### config.mk
export PLATFORM = sky130hd
export DESIGN_NAME = rolha_transfer_scheduler
export DESIGN_NICKNAME = d
export VERILOG_FILES = /design/src/rtl/rolha_transfer_scheduler.sv
export SDC_FILE = /design/constraint.sdc
export NUM_CORES = 1
export LEC_CHECK = 0
export ABC_CLOCK_PERIOD_IN_PS = 2690
export CAP_MARGIN = 5
export CORE_MARGIN = 2
export CORE_UTILIZATION = 40
export DETAILED_ROUTE_END_ITERATION = 6
export SYNTH_ARGS = -nofsm -noshare
export SYNTH_HDL_FRONTEND = slang
export SYNTH_SLANG_ARGS = --single-unit
### constraint.sdc
create_clock -name clk -period 2.69 [get_ports clk]
set_input_delay 0.538 -clock clk [delete_from_list [all_inputs] [get_ports clk]]
set_output_delay 0.538 -clock clk [all_outputs]
set_load 0.01 [all_outputs]
### src/rtl/rolha_transfer_scheduler.sv
// Cork buffer transfer scheduler: arbitrates operator loads into the secondary
// buffer and automatic refills into the principal buffer, one cork per clock.
module rolha_transfer_scheduler #(
  parameter int unsigned SEC_MAX      = 99,
  parameter int unsigned PRI_MAX      = 31,
  parameter int unsigned TRANSFER_QTY = 20,
  parameter int unsigned PRI_MIN      = 5
) (
  input  logic       clk,
  input  logic       clr,
  input  logic       enable,
  input  logic       op_req,
  input  logic [6:0] op_qty,
  input  logic       vedacao,
  output logic [6:0] sec_count,
  output logic [4:0] pri_count,
  output logic [1:0] state,
  output logic       busy,
  output logic       op_ack,
  output logic       op_nack,
  output logic       ro
);

  localparam int unsigned SEC_W = 7;
  localparam int unsigned PRI_W = 5;

  localparam logic [SEC_W-1:0] SEC_MAX_C  = SEC_W'(SEC_MAX);
  localparam logic [SEC_W-1:0] XFER_QTY_C = SEC_W'(TRANSFER_QTY);
  localparam logic [PRI_W-1:0] PRI_MAX_C  = PRI_W'(PRI_MAX);
  localparam logic [PRI_W-1:0] PRI_MIN_C  = PRI_W'(PRI_MIN);

  typedef enum logic [1:0] {
    ST_IDLE    = 2'b00,
    ST_LOAD_OP = 2'b01,
    ST_XFER    = 2'b10
  } state_e;

  state_e           state_q, state_d;
  logic [SEC_W-1:0] rem_q, rem_d;
  logic [SEC_W-1:0] op_qty_q, op_qty_d;
  logic             op_pending_q, op_pending_d;
  logic             op_ack_d, op_nack_d;
  logic [SEC_W-1:0] sec_d;
  logic [PRI_W-1:0] pri_d;

  logic             refill_req;
  logic [SEC_W:0]   load_sum;
  logic             sec_inc, sec_dec, pri_inc;
  logic             pri_up, pri_dn;

  assign refill_req = (pri_count < PRI_MIN_C) && (sec_count >= XFER_QTY_C);
  assign load_sum   = {1'b0, sec_count} + {1'b0, op_qty_q};

  assign state = state_q;
  assign busy  = (state_q != ST_IDLE);
  assign ro    = (pri_count == '0);

  // Next-state, request latch and arbitration
  always_comb begin
    state_d      = state_q;
    rem_d        = rem_q;
    op_pending_d = op_pending_q;
    op_qty_d     = op_qty_q;
    op_ack_d     = 1'b0;
    op_nack_d    = 1'b0;
    sec_inc      = 1'b0;
    sec_dec      = 1'b0;
    pri_inc      = 1'b0;

    // A request is held even while the line is stopped; a second one is dropped
    if (op_req) begin
      if (!op_pending_q && (state_q != ST_LOAD_OP)) begin
        op_pending_d = 1'b1;
        op_qty_d     = op_qty;
      end else begin
        op_nack_d = 1'b1;
      end
    end

    if (enable) begin
      unique case (state_q)
        ST_IDLE: begin
          if (refill_req) begin
            state_d = ST_XFER;
            rem_d   = XFER_QTY_C;
          end else if (op_pending_q) begin
            op_pending_d = 1'b0;
            if ((op_qty_q == '0) || (load_sum > {1'b0, SEC_MAX_C})) begin
              op_nack_d = 1'b1;
            end else begin
              state_d = ST_LOAD_OP;
              rem_d   = op_qty_q;
            end
          end
        end
        ST_LOAD_OP: begin
          sec_inc = 1'b1;
          if (rem_q <= SEC_W'(1)) begin
            rem_d    = '0;
            state_d  = ST_IDLE;
            op_ack_d = 1'b1;
          end else begin
            rem_d = rem_q - SEC_W'(1);
          end
        end
        ST_XFER: begin
          sec_dec = 1'b1;
          pri_inc = 1'b1;
          if (rem_q <= SEC_W'(1)) begin
            rem_d   = '0;
            state_d = ST_IDLE;
          end else begin
            rem_d = rem_q - SEC_W'(1);
          end
        end
        default: state_d = ST_IDLE;
      endcase
    end
  end

  // Buffer counters with saturation guards; sealing consumption runs alongside transfers
  always_comb begin
    sec_d  = sec_count;
    pri_d  = pri_count;
    pri_up = pri_inc && (pri_count < PRI_MAX_C);
    pri_dn = enable && vedacao && (pri_count != '0);

    if (sec_inc && (sec_count < SEC_MAX_C)) begin
      sec_d = sec_count + SEC_W'(1);
    end else if (sec_dec && (sec_count != '0)) begin
      sec_d = sec_count - SEC_W'(1);
    end

    if (pri_up && !pri_dn) begin
      pri_d = pri_count + PRI_W'(1);
    end else if (pri_dn && !pri_up) begin
      pri_d = pri_count - PRI_W'(1);
    end
  end

  always_ff @(posedge clk or negedge clr) begin
    if (!clr) begin
      state_q      <= ST_IDLE;
      rem_q        <= '0;
      op_qty_q     <= '0;
      op_pending_q <= 1'b0;
      op_ack       <= 1'b0;
      op_nack      <= 1'b0;
      sec_count    <= '0;
      pri_count    <= '0;
    end else begin
      state_q      <= state_d;
      rem_q        <= rem_d;
      op_qty_q     <= op_qty_d;
      op_pending_q <= op_pending_d;
      op_ack       <= op_ack_d;
      op_nack      <= op_nack_d;
      sec_count    <= sec_d;
      pri_count    <= pri_d;
    end
  end

endmodule

==> results by stage <==
Pwr:
- The power density over the cells is between 1500 and 2000 nW/µm².
- The worst ir drop on vdd is 667.4 µV.
- In this run the static leakage power is roughly 1.3 nW.

Logic synthesis:
- The commonest register cell after synthesis is sky130_fd_sc_hd__dfrtp_1.
- The number of instances in the synthesized netlist is 225.
- In the synthesized netlist the async set-or-reset flop fraction comes to 1.000.
- Synthesis inferred 31 register bits.
- The synthesized design contains 0 enable-type register cells.
- For this run, the number of Yosys warnings is 0.
- The synthesized netlist occupies a cell area of 2207 µm².
- The share of the Yosys chip area taken by registers is 0.3515.
- The count of distinct cell types in the synthesized netlist is 47.
- Dividing the synthesized area by the synthesized cell count gives 9.809 µm².
- The number of nets handed over by synthesis was between 200 and 300.

Global route:
- The initial antenna violation count was 0.
- The via count of the first global-routing pass is 1943.
- The global-route wire length before repair is between 8000 and 9000 µm.
- Entering global routing, the biggest net connects 32 pins.
- The global-route usage over all layers is 0.1828.
- The overflow left after global routing is 0.

Finish:
- The relative area change from synthesis to final layout is 33.50%.
- The core utilization of the finished layout is 0.5451.
- The final-stage net count is approximately 330.
- Of the cells placed in the final design, the portion with a size suffix greater than 1 is 0.2234.
- The antenna diode instance count is 0.

Timing:
- Setup repair after global routing could not meet its margin everywhere.
- Measured against its own limit, the worst slew margin works out to 0.4275.
- The count of final max-slew check failures came to 0.
- The minimum period implied by the final worst setup slack is between 2 and 3 ns.
- Across all hold checks on the routed design, the worst slack comes to roughly 0.53 ns.
- The slew at the pin with the worst max-slew slack is about 0.85 ns.
- The fmax is approximately 380 MHz.
- Setup violations remaining at the end of the flow were counted as 0.
- In the finished design, the share of the clock period the worst path needs comes to 0.9851.
- Clock skew on the completed layout was measured at a little under 0.007 ns.
- The number of endpoints with negative hold slack in the final report was 0.

Floorplan:
- The core box area is about 5400 µm².
- The die is 78.28 µm tall.
- The initial utilization of the core area, before any placement, comes to 0.4083.
- The horizontal die dimension is a little under 80 µm.
- The number of placed I/O pins is 30.
- The total number of placement rows is 27.
- The area enclosed by the die boundary is roughly 6100 µm².

Setup path:
- The reg-to-reg startpoint is sec_count[0]$_DFFE_PN0P_.
- The largest individual stage delay along the critical path comes from the cell sky130_fd_sc_hd__dfrtp_2.
- In this run the critical register-to-register path is captured at rem_q[5]$_DFFE_PN0P_.
- The critical path starts at sec_count[0]$_DFFE_PN0P_.
- The largest fanout of any net on the critical path is 6.
- The type of destination of the critical path is a flip-flop.
- The worst setup path is launched from a flip-flop.
- The register-to-register setup slack is 0.04 ns.
- The largest single stage delay on the critical path is around 0.43 ns.
- For the worst setup path, the data arrival time is 2.81 ns.
- The length in cells of the worst reg-to-reg path is 9.
- At the worst endpoint, the required time is 2.85 ns.
- The critical path in this run is classified as reg -> reg.
- Walking the worst path, the cells encountered are ha_4, fa_2, a21o_1, a41oi_2, xor2_1, nor4_2, a211oi_2, a22o_4, mux2_4.

Clock network:
- The post-CTS clock slew at the launch and capture registers of the worst setup and hold paths is 0.07 ns.
- Hold repair after CTS inserted 0 buffers.
- The clock reaches the later pin of the worst-skew pair after roughly 0.28 ns.
- In this run the deepest clock path goes through 2 buffers.
- The clock tree from TritonCTS is done.
- The root buffer cell chosen for the clock tree is sky130_fd_sc_hd__clkbuf_8.
- The post-CTS setup repair buffer count is 0.
- The CTS sink count is 31.
- TritonCTS created 5 clock buffers.
- The H-tree generated during clock tree synthesis spans 2 levels.

Place:
- The count of buffers inserted at the top-level ports is 29.
- The global placer's final weighted congestion is approximately 0.86.
- The total half-perimeter wirelength after legalization and detailed placement is just over 4000 µm.

Route:
- The first TritonRoute pass finished after 4 iterations.
- The detailed-route vias per instance is approximately 5.4.
- The final route contains approximately 2000 vias.
- The DRC violations left is 0.
- The routed design has about 5400 µm of wire.
- The initial detailed-routing violation count is 65.
- The number of nets with antenna violations after detailed routing is 0.
- The average wire per cell in the routed design is between 10 and 15 µm.

Flow run:
- Max-cap violations in this run came to 0.

Hold path:
- The beginning of the worst hold path is rem_q[4]$_DFFE_PN0P_.
- The hold path endpoint is rem_q[4]$_DFFE_PN0P_.
- The classification of the worst-slack hold path is reg -> reg.
- Along the worst hold path, the cell count comes to 1.

Outcome:
- The flow ran to the end, and the final reports show no timing, DRC or antenna violations.
routing by layer:
metal	up-vias	global-route usage	share of wire	wire length [µm]
li1	955	-	-	-
met1	971	0.2392	0.46	2482
met2	32	0.3078	0.49	2612
met5	-	0	0	0
met4	0	0.06140	0.018	95
met3	12	0.02989	0.030	163
where the power goes:
group | internal [W] | switching, W | leakage, nW
Sequential | 0.000706 | 0.000231 | 0.378
Clock | 0.000178 | 0.000162 | 0.0383
Combinational | 0.00165 | 0.00157 | 0.890
kinds of logic after synthesis:
family,after synthesis,synth area share
xor+xnor,12,0.04762
flops,31,0.3515
mux,15,0.07823
fa+ha+maj,24,0.1463
compound gates,60,0.1905
buf+inv,14,0.02777
simple gates,69,0.1582
registers in the layout (all words and copies together) (netlist names):
| signal | count |
|---|---|
| state | 2 |
| rem_q | 7 |
| op_nack | 1 |
| op_ack | 1 |
| op_qty_q | 7 |
| pri_count | 5 |
| op_pending_q | 1 |
| sec_count | 7 |
worst max-delay path by stage:
| stage | endpoint | slack (ns) |
|---|---|---|
| 2_1_floorplan | rem_q[5]$_DFFE_PN0P_ | 0.002 |
| 3_3_place_gp | pri_count[4]$_DFFE_PN0P_ | -0.05 |
| 3_5_place_dp | pri_count[4]$_DFFE_PN0P_ | -0.15 |
| 4_1_cts | sec_count[6]$_DFFE_PN0P_ | 0.03 |
| 5_1_grt | rem_q[5]$_DFFE_PN0P_ | -0.05 |
| 6_report | rem_q[5]$_DFFE_PN0P_ | 0.04 |
worst max-delay path: cells and delay by family (launching register included):
| family | cells | cell delay [ns] |
|---|---|---|
| xor gates and xnor gates | 1 | 0.10 |
| adders and majority gates | 2 | 0.53 |
| AOI/OAI and AO/OA | 4 | 0.83 |
| muxes | 1 | 0.30 |
| and+or+nand+nor | 1 | 0.34 |
| DFF | 1 | 0.43 |
cell usage in the layout, fill, tap and decap left out, types with 3 or more instances in the layout:
cell type	n
sky130_fd_sc_hd__a21o_1	8
sky130_fd_sc_hd__a21oi_1	10
sky130_fd_sc_hd__a31oi_1	4
sky130_fd_sc_hd__a32o_1	5
sky130_fd_sc_hd__buf_4	34
sky130_fd_sc_hd__clkbuf_8	5
sky130_fd_sc_hd__clkdlybuf4s50_1	28
sky130_fd_sc_hd__dfrtp_1	30
sky130_fd_sc_hd__ha_1	20
sky130_fd_sc_hd__inv_1	10
sky130_fd_sc_hd__mux2_2	10
sky130_fd_sc_hd__mux2i_1	3
sky130_fd_sc_hd__nand2_1	18
sky130_fd_sc_hd__nand3_1	13
sky130_fd_sc_hd__nor2_1	14
sky130_fd_sc_hd__nor3_1	3
sky130_fd_sc_hd__o21ai_0	15
sky130_fd_sc_hd__o21bai_1	3
sky130_fd_sc_hd__o31ai_1	3
sky130_fd_sc_hd__xnor2_1	7
sky130_fd_sc_hd__xor2_1	5
final cells by class:
cell class	instances	area, µm²
fill	532	2459
multi-input combinational	180	1418
sequential	31	777.0
timing repair buffer	63	548.0
tap	72	90.09
clock buffer	7	76.32
inverter	10	37.54
timing repair:
action / CTS / global route
resized for setup: 1 / 5
setup endpoints to repair: 4 / 7
hold endpoints to repair: 0 / 0
pin swaps: 1 / 4
through the flow:
stage                     cell area (µm²)  TNS [ns]  worst slack (ns)  std cells  total power [W]
final                                2947         0           0.04013        363         0.004498
after global routing                 2947   -0.1690          -0.05414        363         0.004884
after CTS                            2920         0           0.03416        363         0.004478
after detailed placement             2843   -0.3790           -0.1518        356         0.004098
after global placement               2843   -0.1253          -0.05315        356         0.004054
after floorplan                      2231         0          0.002182        225         0.002983
cells in the mapped netlist, types with 4 or more instances:
cell	instances	share of area
sky130_fd_sc_hd__xnor2_1	7	0.028
sky130_fd_sc_hd__o21ai_0	15	0.034
sky130_fd_sc_hd__nand2_1	18	0.031
sky130_fd_sc_hd__inv_1	10	0.017
sky130_fd_sc_hd__nand3_1	13	0.029
sky130_fd_sc_hd__a31oi_1	4	0.011
sky130_fd_sc_hd__a21oi_1	10	0.023
sky130_fd_sc_hd__a21o_1	8	0.027
sky130_fd_sc_hd__mux2_2	10	0.051
sky130_fd_sc_hd__a32o_1	5	0.023
sky130_fd_sc_hd__ha_1	21	0.12
sky130_fd_sc_hd__dfrtp_1	31	0.35
sky130_fd_sc_hd__nor2_1	14	0.024
sky130_fd_sc_hd__xor2_1	5	0.020
sky130_fd_sc_hd__nor3_1	5	0.011
No activity file was read; power rests on OpenSTA's default activity.
